**config.mk**
```make
export PLATFORM = sky130hd
export DESIGN_NAME = div_array_sched
export DESIGN_NICKNAME = d
export VERILOG_FILES = /design/src/rtl/div_array_sched_pkg.sv /design/src/rtl/div_rr_arbiter.sv /design/src/rtl/div_array_sched.sv
export SDC_FILE = /design/constraint.sdc
export NUM_CORES = 1
export LEC_CHECK = 0
export ABC_AREA = 1
export BUFFER_PORTS_ARGS = -buffer_cell sky130_fd_sc_hd__buf_2
export CORE_UTILIZATION = 40
export DETAILED_ROUTE_END_ITERATION = 16
export GPL_TIMING_DRIVEN = 0
export HOLD_SLACK_MARGIN = 0.02
export PLACE_DENSITY = 0.7
export SYNTH_ARGS = -nofsm -noshare
export SYNTH_HDL_FRONTEND = slang
export SYNTH_SLANG_ARGS = --single-unit
```
**constraint.sdc**
```tcl
create_clock -name clk -period 6.1 [get_ports clk]
set_input_delay 0.61 -clock clk [delete_from_list [all_inputs] [get_ports clk]]
set_output_delay 0.61 -clock clk [all_outputs]
set_load 0.01 [all_outputs]
```
**src/rtl/div_array_sched_pkg.sv**
```systemverilog
// div_array_sched_pkg: shared state, bypass constants and response record for the divider scheduler
package div_array_sched_pkg;
    typedef enum logic [1:0] {IDLE, SETTLE, RESP} state_t;
    localparam logic [7:0] DZ_Q  = 8'hFF;
    localparam logic [7:0] OVF_Q = 8'hFF;
    localparam logic [7:0] OVF_R = 8'hFF;
    localparam int MAX_ID_W = 3;
    typedef struct packed {
        logic [MAX_ID_W-1:0] id;
        logic [7:0]          q;
        logic [7:0]          r;
        logic                dz;
        logic                ovf;
    } rsp_t;
endpackage

```
**src/rtl/div_rr_arbiter.sv**
```systemverilog
// div_rr_arbiter: round-robin grant, first set request at or above i_ptr with wrap
// Ports: i_req request vector, i_ptr search start, o_gnt one-hot/zero grant, o_id encoded winner.
module div_rr_arbiter #(
    parameter int NUM_REQ = 4,
    parameter int ID_W    = 2
) (
    input  logic [NUM_REQ-1:0] i_req,
    input  logic [ID_W-1:0]    i_ptr,
    output logic [NUM_REQ-1:0] o_gnt,
    output logic [ID_W-1:0]    o_id
);
    logic            w_found;
    logic [ID_W-1:0] w_k;
    always_comb begin
        o_gnt   = '0;
        o_id    = '0;
        w_found = 1'b0;
        w_k     = '0;
        for (int i = 0; i < NUM_REQ; i++) begin
            w_k = ID_W'((int'(i_ptr) + i) % NUM_REQ);
            if (!w_found && i_req[w_k]) begin
                w_found    = 1'b1;
                o_gnt[w_k] = 1'b1;
                o_id       = w_k;
            end
        end
    end
endmodule

```
**src/rtl/div_array_sched.sv**
```systemverilog
// div_array_sched: shares one external 16/8 array divider between NUM_REQ requesters
// Ports: req_* request channel per requester (valid/ready, packed operands, approx select);
//        div_* registered operands to / combinational results from the external divider;
//        rsp_* valid/ready result channel with id, q, r, divide-by-zero and overflow flags;
//        busy high whenever the sequencer is not idle.
module div_array_sched
    import div_array_sched_pkg::*;
#(
    parameter int NUM_REQ       = 4,
    parameter int SETTLE_CYCLES = 3,
    parameter int ID_W          = 2
) (
    input  logic                  clk,
    input  logic                  rst,
    input  logic [NUM_REQ-1:0]    req_valid,
    output logic [NUM_REQ-1:0]    req_ready,
    input  logic [16*NUM_REQ-1:0] req_n,
    input  logic [8*NUM_REQ-1:0]  req_d,
    input  logic [NUM_REQ-1:0]    req_approx,
    output logic [15:0]           div_n,
    output logic [7:0]            div_d,
    output logic                  div_approx,
    input  logic [7:0]            div_q,
    input  logic [7:0]            div_r,
    output logic                  rsp_valid,
    input  logic                  rsp_ready,
    output logic [ID_W-1:0]       rsp_id,
    output logic [7:0]            rsp_q,
    output logic [7:0]            rsp_r,
    output logic                  rsp_dz,
    output logic                  rsp_ovf,
    output logic                  busy
);
    state_t             r_state, w_next;
    logic [3:0]         r_cnt;
    logic               r_served;
    rsp_t               r_rsp;
    logic [15:0]        r_div_n;
    logic [7:0]         r_div_d;
    logic               r_div_approx;
    logic [ID_W-1:0]    w_ptr, w_id;
    logic [NUM_REQ-1:0] w_gnt;
    logic [15:0]        w_n;
    logic [7:0]         w_d;
    logic               w_ap, w_hs, w_dz, w_ovf;

    // The round-robin pointer is implied by the last served id: one past it, or 0 after reset.
    assign w_ptr = (r_served && r_rsp.id < MAX_ID_W'(NUM_REQ-1)) ? r_rsp.id[ID_W-1:0] + 1'b1 : '0;

    div_rr_arbiter #(.NUM_REQ(NUM_REQ), .ID_W(ID_W)) u_arb (
        .i_req (req_valid),
        .i_ptr (w_ptr),
        .o_gnt (w_gnt),
        .o_id  (w_id)
    );

    assign w_n   = 16'(req_n >> (16*w_id));
    assign w_d   = 8'(req_d >> (8*w_id));
    assign w_ap  = req_approx[w_id];
    assign w_hs  = (r_state == IDLE) && |req_valid;
    assign w_dz  = w_d == 8'd0;
    // Quotient cannot fit 8 bits when the high dividend byte already reaches the divisor.
    assign w_ovf = !w_dz && (w_n[15:8] >= w_d);

    always_ff @(posedge clk)
        r_state <= rst ? IDLE : w_next;

    always_comb begin
        w_next = (r_state == IDLE)   ? (w_hs ? ((w_dz || w_ovf) ? RESP : SETTLE) : IDLE) :
                 (r_state == SETTLE) ? ((r_cnt == 4'd0) ? RESP : SETTLE) :
                                       (rsp_ready ? IDLE : RESP);
    end

    always_comb begin
        req_ready = (r_state == IDLE) ? w_gnt : '0;
        rsp_valid = r_state == RESP;
        busy      = r_state != IDLE;
    end

    always_ff @(posedge clk) begin
        if (rst) begin
            r_cnt        <= '0;
            r_served     <= 1'b0;
            r_rsp        <= '0;
            r_div_n      <= '0;
            r_div_d      <= '0;
            r_div_approx <= 1'b0;
        end else if (w_hs) begin
            r_served     <= 1'b1;
            r_div_n      <= w_n;
            r_div_d      <= w_d;
            r_div_approx <= w_ap;
            r_cnt        <= 4'(SETTLE_CYCLES-1);
            r_rsp.id     <= MAX_ID_W'(w_id);
            r_rsp.dz     <= w_dz;
            r_rsp.ovf    <= w_ovf;
            r_rsp.q      <= w_dz ? DZ_Q : OVF_Q;
            r_rsp.r      <= w_dz ? w_n[7:0] : OVF_R;
        end else if (r_state == SETTLE) begin
            r_cnt <= r_cnt - 4'd1;
            if (r_cnt == 4'd0) begin
                r_rsp.q <= div_q;
                r_rsp.r <= div_r;
            end
        end
    end

    assign div_n      = r_div_n;
    assign div_d      = r_div_d;
    assign div_approx = r_div_approx;
    assign rsp_id     = r_rsp.id[ID_W-1:0];
    assign rsp_q      = r_rsp.q;
    assign rsp_r      = r_rsp.r;
    assign rsp_dz     = r_rsp.dz;
    assign rsp_ovf    = r_rsp.ovf;
endmodule

```
==> run metrics <==
number of global-route vias before repair 4124; RR Startpoint rsp_id[0]; Via Count 4485; EDFF count, synth 0; CTS max path bufs 2; Peak VDD IR 242 uV; Initial Util 0.412; Hold WS 0.469 ns; clk_lat worst skew 0.31 ns; TNS Setup 0 ns; setup violators final 0; RSZ-0062 raised after global routing no; Primary FF master, synth dfxtp_1; most frequent cells in the layout 181 x buf_2, 138 x nand2_1, 74 x inv_1; Mapped Area 0.00379 mm2; total gr overflow 0; Syn Nets 728; Final ANT Viol Nets 0; Critical path origin rsp_id[0]; WL final 12300 um; GPL Wtd Cong 0.921; Yosys reg bits 52; Setup crit end kind flop; GRT Util Overall 0.250; Critical Path RT 6.35 ns; largest net degree at the start of global routing 17; endpoints failing hold 0; CP arrival 4.71 ns; Hold Crit Depth 2; status finished clean; Num CTS Buffers 5; Via density 5.10; post-synth cell types 38; Pre-Repair DR Iteration Count 5; fmax 224 MHz; critical path class reg2reg; worst setup margin 1.64 ns; min-delay src rsp_r[6]; fraction of registers with async set or reset after synthesis 0; reg-to-reg endpoint r_state[1]; post-CTS resize count 0; Tot Pwr 3120 uW; Startpoint Class flop; area of the die 0.00986 mm2; pwr dens 635 mW/mm2; fin crit period 4.46 ns; commonest non-fill, non-tap cell in the layout buf_2; Slew Viols, Final 0; initial antenna violation count 0; Cells after Synth 587; Worst Hold Class reg2reg; share of the clock period used by the worst path 0.732; final net count 908; DR WL/cell 14.0 um; Clock Root Buffer clkbuf_8; reg-to-reg slack, setup 1.64 ns; cts hold-fix bufs 0; share of layout cells above drive strength 1 0.299; Ports 174; clk slew on worst S/H paths 0.10 ns; row count 35; first-pass GRT wire length 19600 um; Die Wd 99.3 um; DRC 0; sequential fraction of the synthesis area 0.275; initial DRC count 193; worst reg2reg path depth 25; H-Tree Depth 2; DPL Wire Length 9950 um; CP max FO 10; synthesized area per cell 6.45 um2; Worst slew margin 0.602; antenna diode count 0; post-layout util 0.534; # Max-Cap Violations 0; TritonCTS clock tree yes; Clock Skew 0.00309 ns; Syn-to-layout area delta 29.7%; Leak 0.00275 uW; die height 99.3 um; Yosys warnings 0; core area 0.00920 mm2; post-place setup slack 1.67 ns; number of port buffers 173; Worst Tran Pin Value 0.598 ns; hold endpoint rsp_r[6]; Setup Fix Bufs, Post-CTS 0; Fill cells 955; Clock Sinks 52
-- stage by stage --
stage          instance area (um2)  cells
3_3_place_gp                  4790    871
6_report                      4910    879
3_5_place_dp                  4790    871
4_1_cts                       4910    879
2_1_floorplan                 3790    587
5_1_grt                       4910    879
-- cell usage after synthesis, types with 2 or more instances --
| cell type | count | share of area |
|---|---|---|
| a21oi_1 | 19 | 0.025 |
| nor2_1 | 48 | 0.048 |
| ha_1 | 18 | 0.059 |
| inv_1 | 74 | 0.073 |
| o22ai_1 | 2 | 0.0033 |
| clkbuf_1 | 13 | 0.013 |
| nand3_2 | 2 | 0.0053 |
| or2_2 | 8 | 0.013 |
| nor2_8 | 2 | 0.011 |
| a32o_1 | 3 | 0.0079 |
| nand2_4 | 4 | 0.012 |
| nand2_1 | 138 | 0.14 |
| nand4_1 | 6 | 0.0099 |
| dfxtp_1 | 52 | 0.27 |
| o221ai_1 | 2 | 0.0046 |
| or2_1 | 7 | 0.012 |
| o21ai_0 | 44 | 0.058 |
| buf_2 | 8 | 0.011 |
| inv_2 | 4 | 0.0040 |
| buf_6 | 2 | 0.0059 |
| nor2_4 | 2 | 0.0059 |
| o21ai_1 | 7 | 0.0092 |
| o21a_1 | 5 | 0.0099 |
| nand2_2 | 8 | 0.013 |
| o211ai_1 | 22 | 0.044 |
| buf_4 | 4 | 0.0079 |
| nand3_4 | 2 | 0.0092 |
| nand3_1 | 71 | 0.094 |
-- sequential cells by signal, indices dropped and copies added (netlist names), 2 cells and up --
| name | count |
|---|---|
| div_d | 8 |
| div_n | 16 |
| rsp_r | 8 |
| rsp_q | 8 |
| r_cnt | 4 |
| rsp_id | 2 |
| r_state | 2 |
-- worst max-delay path by stage --
stage	endpoint	cells past startpoint
3_5_place_dp	r_state[1]	25
5_1_grt	r_state[1]	25
4_1_cts	r_state[1]	25
6_report	r_state[1]	25
3_3_place_gp	r_state[1]	25
2_1_floorplan	r_state[1]	25
-- power breakdown --
part	internal (uW)	switching, uW
clock network	134	120
registers	465	63.3
logic	843	1490
total	1440	1680
-- layer usage --
metal | up-vias | global-route usage | part of all wire
li1 | 2279 | - | -
met4 | 0 | 0.0713 | 0.020
met1 | 2024 | 0.301 | 0.42
met5 | - | 0 | 0
met3 | 21 | 0.0429 | 0.062
met2 | 161 | 0.454 | 0.50
-- logic make-up (layout without fill, tap and decap cells) --
logic type	count (synthesis)	count (layout)	synth area share
AND/OR/NAND/NOR	300	300	0.372
buffers and inverters	107	288	0.117
XOR/XNOR	2	2	0.00463
flip-flops	52	52	0.275
adder cells (fa/ha/maj)	18	18	0.0595
AO/OA/AOI/OAI	108	108	0.172
-- layout make-up --
type | count | area (um2) | share of cell area
Tap cell | 111 | 139 | 0.0283
Sequential cell | 52 | 1040 | 0.212
Multi-Input combinational cell | 428 | 2300 | 0.469
Buffer | 27 | 141 | 0.0288
Inverter | 80 | 303 | 0.0616
Timing Repair Buffer | 173 | 866 | 0.176
Clock buffer | 6 | 82.6 | 0.0168
Clock inverter | 2 | 38.8 | 0.00789
-- worst max-delay path: stages (launching register included) --
cell	delay [ns]
dfxtp_1	0.38
ha_1	0.23
inv_2	0.17
nand2_2	0.10
nor2_4	0.16
ha_1	0.29
inv_1	0.09
nand3_1	0.08
nand2_1	0.06
nand3_1	0.19
nand2_2	0.24
nand2_4	0.10
clkbuf_1	0.30
or2_2	0.37
o211ai_1	0.11
o21a_1	0.21
inv_1	0.06
ha_1	0.26
nand2_1	0.06
nor2_1	0.14
nand4_1	0.10
o2111a_1	0.17
or2_2	0.28
inv_1	0.08
nor2_1	0.04
a21oi_1	0.14
Note: power is estimated with default switching activity, not from simulation.
